File: src/rtl/sprite_attr_table_if.sv
`default_nettype none
// ============================================================================
//  Module   : sprite_attr_table_if
//  Purpose  : Avalon-MM slave bus bundle for the sprite attribute table
//             (select, strobes, word address, write data, read data).
//  Revision : 1.0 - initial release
// ============================================================================
interface sprite_attr_table_if;
  logic        chipselect;
  logic        write;
  logic        read;
  logic [3:0]  address;
  logic [31:0] writedata;
  logic [31:0] readdata;

  modport slave (
    input  chipselect, write, read, address, writedata,
    output readdata
  );

  modport master (
    output chipselect, write, read, address, writedata,
    input  readdata
  );
endinterface
`default_nettype wire

File: src/rtl/sprite_attr_table.sv
`default_nettype none
// ============================================================================
//  Module   : sprite_attr_table
//  Purpose  : Double-buffered sprite descriptor table. Software writes a
//             staging bank; a commit request copies staging to the active
//             bank at the start of vertical blanking. Provides a frame
//             counter and a sticky commit-done interrupt.
//  Options  : SPRITE_ATTR_READBACK_EN - staging descriptors readable on the bus
//  Revision : 1.0 - initial release
// ============================================================================
module sprite_attr_table #(
  parameter int NUM_SPRITES = 3,
  parameter int VACTIVE     = 480
) (
  input  wire logic                      clk,
  input  wire logic                      reset,
  sprite_attr_table_if.slave             bus,
  input  wire logic [9:0]                VGA_VCOUNT,
  output logic      [24*NUM_SPRITES-1:0] sprites,
  output logic                           irq
);

  localparam logic [1:0] S_IDLE    = 2'd0;
  localparam logic [1:0] S_PENDING = 2'd1;
  localparam logic [1:0] S_COMMIT  = 2'd2;

  localparam logic [3:0] ADDR_CONTROL = 4'd8;
  localparam logic [3:0] ADDR_STATUS  = 4'd9;
  localparam logic [3:0] ADDR_IRQ_ACK = 4'd10;

  localparam logic [9:0] VACTIVE_C = 10'(VACTIVE);

  logic [1:0]  state_q, state_d;
  logic [9:0]  vcount_q;
  logic [7:0]  frame_q;
  logic        irq_q;
  logic [31:0] readdata_q, readdata_d;
  logic [23:0] staging_q [NUM_SPRITES];
  logic [23:0] active_q  [NUM_SPRITES];

  logic wr_en, rd_en, vb_start, commit_req, irq_ack, pending;
  logic unused_wdata;

  assign wr_en      = bus.chipselect & bus.write;
  assign rd_en      = bus.chipselect & bus.read;
  assign vb_start   = (VGA_VCOUNT == VACTIVE_C) && (vcount_q != VACTIVE_C);
  assign commit_req = wr_en && (bus.address == ADDR_CONTROL) && bus.writedata[0];
  assign irq_ack    = wr_en && (bus.address == ADDR_IRQ_ACK);
  assign pending    = (state_q != S_IDLE);
  assign unused_wdata = &{1'b0, bus.writedata[31:24]};

  // Commit sequencer: requests are only accepted from IDLE, never queued.
  always_comb begin
    state_d = state_q;
    case (state_q)
      S_IDLE:    if (commit_req) state_d = S_PENDING;
      S_PENDING: if (vb_start)   state_d = S_COMMIT;
      S_COMMIT:                  state_d = S_IDLE;
      default:                   state_d = S_IDLE;
    endcase
  end

  // Sequencer state, vblank edge tracking, frame counter and sticky irq (set wins over ack).
  always_ff @(posedge clk) begin
    if (reset) begin
      state_q  <= S_IDLE;
      vcount_q <= 10'd0;
      frame_q  <= 8'd0;
      irq_q    <= 1'b0;
    end else begin
      state_q  <= state_d;
      vcount_q <= VGA_VCOUNT;
      if (vb_start)
        frame_q <= frame_q + 8'd1;
      if (state_q == S_COMMIT)
        irq_q <= 1'b1;
      else if (irq_ack)
        irq_q <= 1'b0;
    end
  end

  generate
    for (genvar k = 0; k < NUM_SPRITES; k++) begin : g_desc
      // Staging takes bus writes; active copies the pre-write staging value in COMMIT.
      always_ff @(posedge clk) begin
        if (reset) begin
          staging_q[k] <= 24'd0;
          active_q[k]  <= 24'd0;
        end else begin
          if (wr_en && (bus.address == 4'(k)))
            staging_q[k] <= bus.writedata[23:0];
          if (state_q == S_COMMIT)
            active_q[k] <= staging_q[k];
        end
      end
      assign sprites[24*k +: 24] = active_q[k];
    end
  endgenerate

  // Read mux: STATUS always, staging descriptors only in the readback build.
  always_comb begin
    readdata_d = 32'd0;
    if (bus.address == ADDR_STATUS)
      readdata_d = {16'd0, frame_q, 6'd0, irq_q, pending};
`ifdef SPRITE_ATTR_READBACK_EN
    for (int k = 0; k < NUM_SPRITES; k++) begin
      if (bus.address == 4'(k))
        readdata_d = {8'd0, staging_q[k]};
    end
`else
`endif
  end

  // Registered read data, held between reads.
  always_ff @(posedge clk) begin
    if (reset)
      readdata_q <= 32'd0;
    else if (rd_en)
      readdata_q <= readdata_d;
  end

  assign bus.readdata = readdata_q;
  assign irq          = irq_q;

endmodule
`default_nettype wire

File: src/flat_wrapper.sv
// flat-port wrapper written by rule: the top's interface ports become plain ports
module sprite_attr_table_flat 
#(
  parameter int NUM_SPRITES = 3,
  parameter int VACTIVE     = 480
)
  (clk, reset, VGA_VCOUNT, sprites, irq, bus_chipselect, bus_write, bus_read, bus_address, bus_writedata, bus_readdata);
  sprite_attr_table_if bus_i ();
  input  wire logic clk;
  input  wire logic reset;
  input  wire logic [9:0] VGA_VCOUNT;
  output logic      [24*NUM_SPRITES-1:0] sprites;
  output logic irq;
  input wire logic [$bits(bus_i.chipselect)-1:0] bus_chipselect;
  input wire logic [$bits(bus_i.write)-1:0] bus_write;
  input wire logic [$bits(bus_i.read)-1:0] bus_read;
  input wire logic [$bits(bus_i.address)-1:0] bus_address;
  input wire logic [$bits(bus_i.writedata)-1:0] bus_writedata;
  output wire logic [$bits(bus_i.readdata)-1:0] bus_readdata;
  assign bus_i.chipselect = bus_chipselect;
  assign bus_i.write = bus_write;
  assign bus_i.read = bus_read;
  assign bus_i.address = bus_address;
  assign bus_i.writedata = bus_writedata;
  assign bus_readdata = bus_i.readdata;
  sprite_attr_table #(.NUM_SPRITES(NUM_SPRITES), .VACTIVE(VACTIVE)) u_core (.clk(clk), .reset(reset), .bus(bus_i), .VGA_VCOUNT(VGA_VCOUNT), .sprites(sprites), .irq(irq));
endmodule
File: config.mk
export PLATFORM = sky130hd
export DESIGN_NAME = sprite_attr_table_flat
export DESIGN_NICKNAME = d
export VERILOG_FILES = /design/src/rtl/sprite_attr_table_if.sv /design/src/rtl/sprite_attr_table.sv /design/src/flat_wrapper.sv
export SDC_FILE = /design/constraint.sdc
export NUM_CORES = 1
export LEC_CHECK = 0
export BUFFER_PORTS_ARGS = -buffer_cell sky130_fd_sc_hd__buf_4
export CORE_UTILIZATION = 55
export CTS_CLUSTER_SIZE = 10
export DETAILED_ROUTE_END_ITERATION = 6
export HOLD_SLACK_MARGIN = 0.12
export PLACE_DENSITY = 0.81
export SETUP_SLACK_MARGIN = 0.5
export SLEW_MARGIN = 20
export SYNTH_ARGS = -nofsm -noshare
export SYNTH_HDL_FRONTEND = slang
export SYNTH_SLANG_ARGS = --single-unit
File: constraint.sdc
create_clock -name clk -period 5.18 [get_ports clk]
set_input_delay 0.777 -clock clk [delete_from_list [all_inputs] [get_ports clk]]
set_output_delay 0.777 -clock clk [all_outputs]
set_load 0.1 [all_outputs]
# Word-level counts from Yosys, hierarchy flattened
# Memories as Yosys holds them, arrays and structs flattened.
# Cells that the tools add are included.
op_classes:
  n_reduce_logical: 12
  add_sub_neg: 1
  n_bitwise: 8
  mux: 26
  n_eq_ne: 11
op_table:
  columns: ["cell", "n"]
  rows:
  - ["24-bit 2-to-1 mux", 6]
  - ["1-bit 2-to-1 mux", 16]
  - ["16-bit 2-to-1 mux", 1]
  - ["4-bit equality test, second input constant", 3]
  - ["10-bit by 9-bit equality test with 1-bit output, second input constant", 1]
  - ["10-bit by 9-bit inequality test with 1-bit output, second input constant", 1]
  - ["8-bit by 1-bit adder with 8-bit output, second input constant", 1]
  - ["1-bit logical AND", 7]
  - ["1-bit OR", 6]
  - ["4-bit by 1-bit equality test with 1-bit output, second input constant", 1]
  - ["4-bit by 2-bit equality test with 1-bit output, second input constant", 1]
  - ["4-bit zero test", 1]
  - ["2-bit 2-to-1 mux", 2]
  - ["2-bit by 1-bit inequality test with 1-bit output, second input constant", 2]
  - ["2-bit case mux with 2 select lines", 1]
  - ["2-bit nonzero test", 2]
  - ["1-bit bitwise AND", 2]
  - ["2-bit by 1-bit equality test with 1-bit output, second input constant", 1]
  - ["2-bit equality test, second input constant", 1]
  - ["2-bit zero test", 1]
  - ["2-bit AND reduction", 1]
word_totals:
  input_bits: 51
  register_bits: 53
  mem_bits_rw: 144
  mem_count: 2
memory_table:
  columns: ["memory", "depth", "word_bits", "rd", "rd_clocked_by_memory_dff", "write_ports", "line_no", "text"]
  rows:
  - ["u_core.active_q", 3, 24, 3, 0, 3, "sprite_attr_table.sv:39", "logic [23:0] active_q [NUM_SPRITES];"]
  - ["u_core.staging_q", 3, 24, 3, 0, 3, "sprite_attr_table.sv:38", "logic [23:0] staging_q [NUM_SPRITES];"]

# Longest topological paths before layout
depth:
  depth_word: 6
  depth_mapped: 5

# Worst setup path after synthesis
# No wires, ideal clock.
synth_timing:
  path_type: "input -> register"
  start: "input bus_address[3]"
  end: "memory u_core.staging_q[0][0], enable pin"
  path_slack_ps: 1958
  stages: 3
  arrival_time_ps: 2784
  required_time_ps: 4742
  setup_time_ps: 438
  cell_sequence: "and3b_1 nand2_1 o21ai_0"
synth_rtl:
  columns: ["item", "line_no", "text"]
  rows:
  - ["start, declared", "flat_wrapper.sv:17", "input wire logic [$bits(bus_i.address)-1:0] bus_address;"]
  - ["end, declared", "sprite_attr_table.sv:38", null]

# Final worst setup path
layout_timing:
  start: "input VGA_VCOUNT[0]"
  end: "register u_core.frame_q[2]"
layout_between:
  elab_chain_cells: 2
layout_rtl:
  columns: ["item", "line_no", "text"]
  rows:
  - ["start, declared", "flat_wrapper.sv:11", "input wire logic [9:0] VGA_VCOUNT;"]
  - ["10-bit by 9-bit equality test with 1-bit output", "sprite_attr_table.sv:46", "assign vb_start = (VGA_VCOUNT == VACTIVE_C) && (vcount_q != VACTIVE_C);"]
  - ["1-bit logical AND", "sprite_attr_table.sv:46", null]
  - ["end signal, assigned", "sprite_attr_table.sv:74", "frame_q <= frame_q + 8'd1;"]
  - ["end, declared", "sprite_attr_table.sv:35", "logic [7:0] frame_q;"]
# No other way between the ends.
# A chain may end at the register's enable or synchronous reset.

==> metrics.txt <==
# TYPE chip_impl_metric gauge
chip_impl_info{name="outcome",value="complete, no violations"} 1
chip_impl_metric{name="drt_first_pass_iters",unit=""} 4
chip_impl_metric{name="detail_route.wl_per_cell",unit="um"} 16.0
chip_impl_metric{name="initial_antenna_violation_count",unit=""} 0
chip_impl_metric{name="synthesis.yosys.warnings",unit=""} 0
chip_impl_metric{name="max-clock-path-buffers",unit=""} 2
chip_impl_metric{name="timing.final.hold_violations",unit=""} 0
chip_impl_metric{name="post_dp_cell_area",unit="mm2"} 0.00774
chip_impl_metric{name="synthDistinctLibCells",unit=""} 36
chip_impl_metric{name="row_count",unit=""} 40
chip_impl_metric{name="power.leakage",unit="uW"} 0.00329
chip_impl_metric{name="cts_buffers",unit=""} 17
chip_impl_metric{name="setup_viol_count_final",unit=""} 0
chip_impl_info{name="ys_dominant_reg_cell",value="sky130_fd_sc_hd__edfxtp_1"} 1
chip_impl_metric{name="final_layout_size_suffix_gt1_share",unit="%"} 28.6
chip_impl_info{name="grt_setup_unrepaired",value="false"} 1
chip_impl_info{name="cpLargestDelayFamily",value="simple AND/OR/NAND/NOR gates"} 1
chip_impl_metric{name="post-layout-total-power",unit="uW"} 3100
chip_impl_metric{name="area_delta_synth_final",unit="%"} 23.9
chip_impl_metric{name="fp.dieH",unit="um"} 113
chip_impl_metric{name="gp_congestion",unit=""} 0.776
chip_impl_metric{name="nFillCells",unit=""} 779
chip_impl_metric{name="global_route.usage.total",unit="%"} 20.3
chip_impl_metric{name="cts_sinks",unit=""} 175
chip_impl_metric{name="drt_iter0_markers",unit=""} 260
chip_impl_info{name="final_cell_mix",value="sky130_fd_sc_hd__and2_1 (144), sky130_fd_sc_hd__edfxtp_1 (144), sky130_fd_sc_hd__buf_4 (130), sky130_fd_sc_hd__dfxtp_1 (31), sky130_fd_sc_hd__conb_1 (22)"} 1
chip_impl_metric{name="first_global_vias",unit=""} 3838
chip_impl_metric{name="clock_skew",unit="ns"} 0.00934
chip_impl_metric{name="regArea",unit="mm2"} 0.00494
chip_impl_metric{name="cts_hold_repair.buffers",unit=""} 0
chip_impl_info{name="cts_tree",value="built"} 1
chip_impl_metric{name="cells_after_dpl",unit=""} 722
chip_impl_metric{name="max_cap_viol_count",unit=""} 0
chip_impl_metric{name="setup_tns",unit="ns"} 0
chip_impl_metric{name="timing.critical_path.arrival",unit="ns"} 2.72
chip_impl_metric{name="multi_input_area",unit="mm2"} 0.00163
chip_impl_metric{name="route.detailed.vias_per_inst",unit=""} 5.14
chip_impl_metric{name="critical_path_peak_fanout",unit=""} 17
chip_impl_metric{name="io_pins",unit=""} 156
chip_impl_metric{name="tightestPinTransition",unit="ns"} 0.963
chip_impl_metric{name="fin_crit_sh",unit="%"} 45.8
chip_impl_info{name="clock-root-buffer",value="sky130_fd_sc_hd__clkbuf_16"} 1
chip_impl_metric{name="ys_seq_elements",unit=""} 175
chip_impl_metric{name="cp.buffers_inverters",unit=""} 1
chip_impl_metric{name="ys_seq_area_share",unit="%"} 73.5
chip_impl_metric{name="syn_avg_cell_area",unit="um2"} 14.4
chip_impl_metric{name="grt_max_degree",unit=""} 74
chip_impl_metric{name="routed_wl",unit="um"} 12100
chip_impl_metric{name="critical_path.max_stage_delay",unit="ns"} 0.80
chip_impl_metric{name="worst_skew_pair.late_latency",unit="ns"} 0.42
chip_impl_metric{name="worstPathRequired",unit="ns"} 5.53
chip_impl_metric{name="synthCells",unit=""} 466
chip_impl_metric{name="timing.final.crit_period",unit="ns"} 2.37
chip_impl_info{name="critPathCaptureType",value="register"} 1
chip_impl_metric{name="slew-limit-headroom",unit="%"} 35.2
chip_impl_metric{name="finalNetCount",unit=""} 647
chip_impl_metric{name="synth-edff-count",unit=""} 144
chip_impl_metric{name="clock.fmax",unit="MHz"} 422
chip_impl_metric{name="detailedPlace.worstSlack",unit="ns"} 2.36
chip_impl_metric{name="floorplan.initialDensity",unit="%"} 56.2
chip_impl_metric{name="antenna_left",unit=""} 0
chip_impl_info{name="critical_path_class",value="primary input to register"} 1
chip_impl_metric{name="ir_drop",unit="V"} 0.000210
chip_impl_metric{name="route.detailed.drc",unit=""} 0
chip_impl_metric{name="fp.dieW",unit="um"} 113
chip_impl_metric{name="h-tree-depth",unit=""} 4
chip_impl_metric{name="layout.cell_area.non_filler",unit="mm2"} 0.00833
chip_impl_metric{name="power.density",unit="mW/mm2"} 373
chip_impl_metric{name="antenna_cells",unit=""} 0
chip_impl_metric{name="asyncSetResetFlopFracSynth",unit="%"} 0
chip_impl_info{name="crit_path_start_kind",value="primary input"} 1
chip_impl_metric{name="finish.cell_count_without_fillers",unit=""} 755
chip_impl_info{name="cpMaxStageDelayCell",value="sky130_fd_sc_hd__or4b_2"} 1
chip_impl_metric{name="num_vias",unit=""} 3884
chip_impl_metric{name="die_area",unit="mm2"} 0.0127
chip_impl_metric{name="ctsResizeCount",unit=""} 0
chip_impl_metric{name="place_hpwl",unit="um"} 7960
chip_impl_metric{name="buffer_ports.inserted",unit=""} 125
chip_impl_metric{name="finalMaxSlewViolations",unit=""} 0
chip_impl_metric{name="syn_area",unit="mm2"} 0.00672
chip_impl_metric{name="design.core.area",unit="mm2"} 0.0120
chip_impl_metric{name="setup_slack",unit="ns"} 2.81
chip_impl_info{name="path_cells",value="buf_4 > nor4_1 > nand4b_1 > or4b_2 > a21oi_1"} 1
chip_impl_metric{name="globalRoute.totalOverflow",unit=""} 0
chip_impl_metric{name="first_pass_grt_wire_length",unit="um"} 19000
chip_impl_metric{name="post-cts-setup-buffer-count",unit=""} 0
chip_impl_info{name="min_path_type",value="register to register"} 1
chip_impl_metric{name="cts.reportedPaths.clkPinSlew",unit="ns"} 0.06
## power breakdown
part	internal, uW	switching [uW]	total [uW]
Combinational	53.0	269	322
Sequential	1570	14.4	1590
Clock	666	527	1190
Total	2290	810	3100
## per-layer routing
metal  part of all wire (%)  vias to the layer above  global-route usage [%]
met5                      0                        -                       0
met4                    1.9                        0                    8.89
met3                    6.2                       19                    6.43
met2                     51                      146                    35.1
met1                     40                     1869                    23.2
li1                       -                     1850                       -
## synthesized netlist by cell type (all sizes together) (7+ instances only)
master  count  area, um2
nor2       15       56.3
edfxtp    144       4320
clkbuf     19       71.3
a21oi       9       45.0
nor2b      12       75.1
dfxtp      31        621
a22oi       9       67.6
nand2      10       37.5
or4         7       60.1
and2      144        901
buf        23        170
## worst min-delay path, delay by kind of cell, from the launching register on
family,cells,cell delay (ns)
compound gates,1,0.05
flops,1,0.33
simple gates,1,0.06
## flip-flops by register name, summed over array words and instances, names as in the netlist
register and count:
u_core.staging_q 72, u_core.vcount_q 10, u_core.frame_q 8, u_core.state_q 2, u_core.bus.readdata 10, u_core.irq 1
u_core.active_q 72
## path summary, 6_finish.rpt
kind         slack, ns  cells past startpoint              startpoint                endpoint
min reg2reg       0.49                      2  u_core.bus.readdata[0]  u_core.bus.readdata[0]
min               0.49                      2  u_core.bus.readdata[0]  u_core.bus.readdata[0]
max               2.81                      5           VGA_VCOUNT[0]       u_core.frame_q[2]
max reg2reg       3.25                      4      u_core.vcount_q[1]       u_core.frame_q[7]
## per-stage QoR
step / utilization (%) / hold slack (ns)
4_1_cts: 69.4 / 0.482
3_3_place_gp: 64.7 / 0.470
5_1_grt: 69.6 / 0.520
2_1_floorplan: - / 0.460
3_5_place_dp: 64.7 / 0.474
6_report: 69.6 / 0.486
## cells by family after synthesis
logic type | count (synthesis) | share of synthesized area [%]
simple gates | 214 | 19.6
flops | 175 | 73.5
buf+inv | 45 | 3.76
compound gates | 29 | 2.74
mux | 1 | 0.167
fa+ha+maj | 1 | 0.186
other cells | 1 | 0.0558
## final cells by class
class / count / share of cell area (%)
Clock inverter: 15 / 1.59
Multi-Input combinational cell: 267 / 19.6
Inverter: 3 / 0.135
Sequential cell: 175 / 59.4
Timing Repair Buffer: 131 / 12.0
Clock buffer: 17 / 5.11
Tap cell: 147 / 2.21
Note: power is estimated with default switching activity, not from simulation.
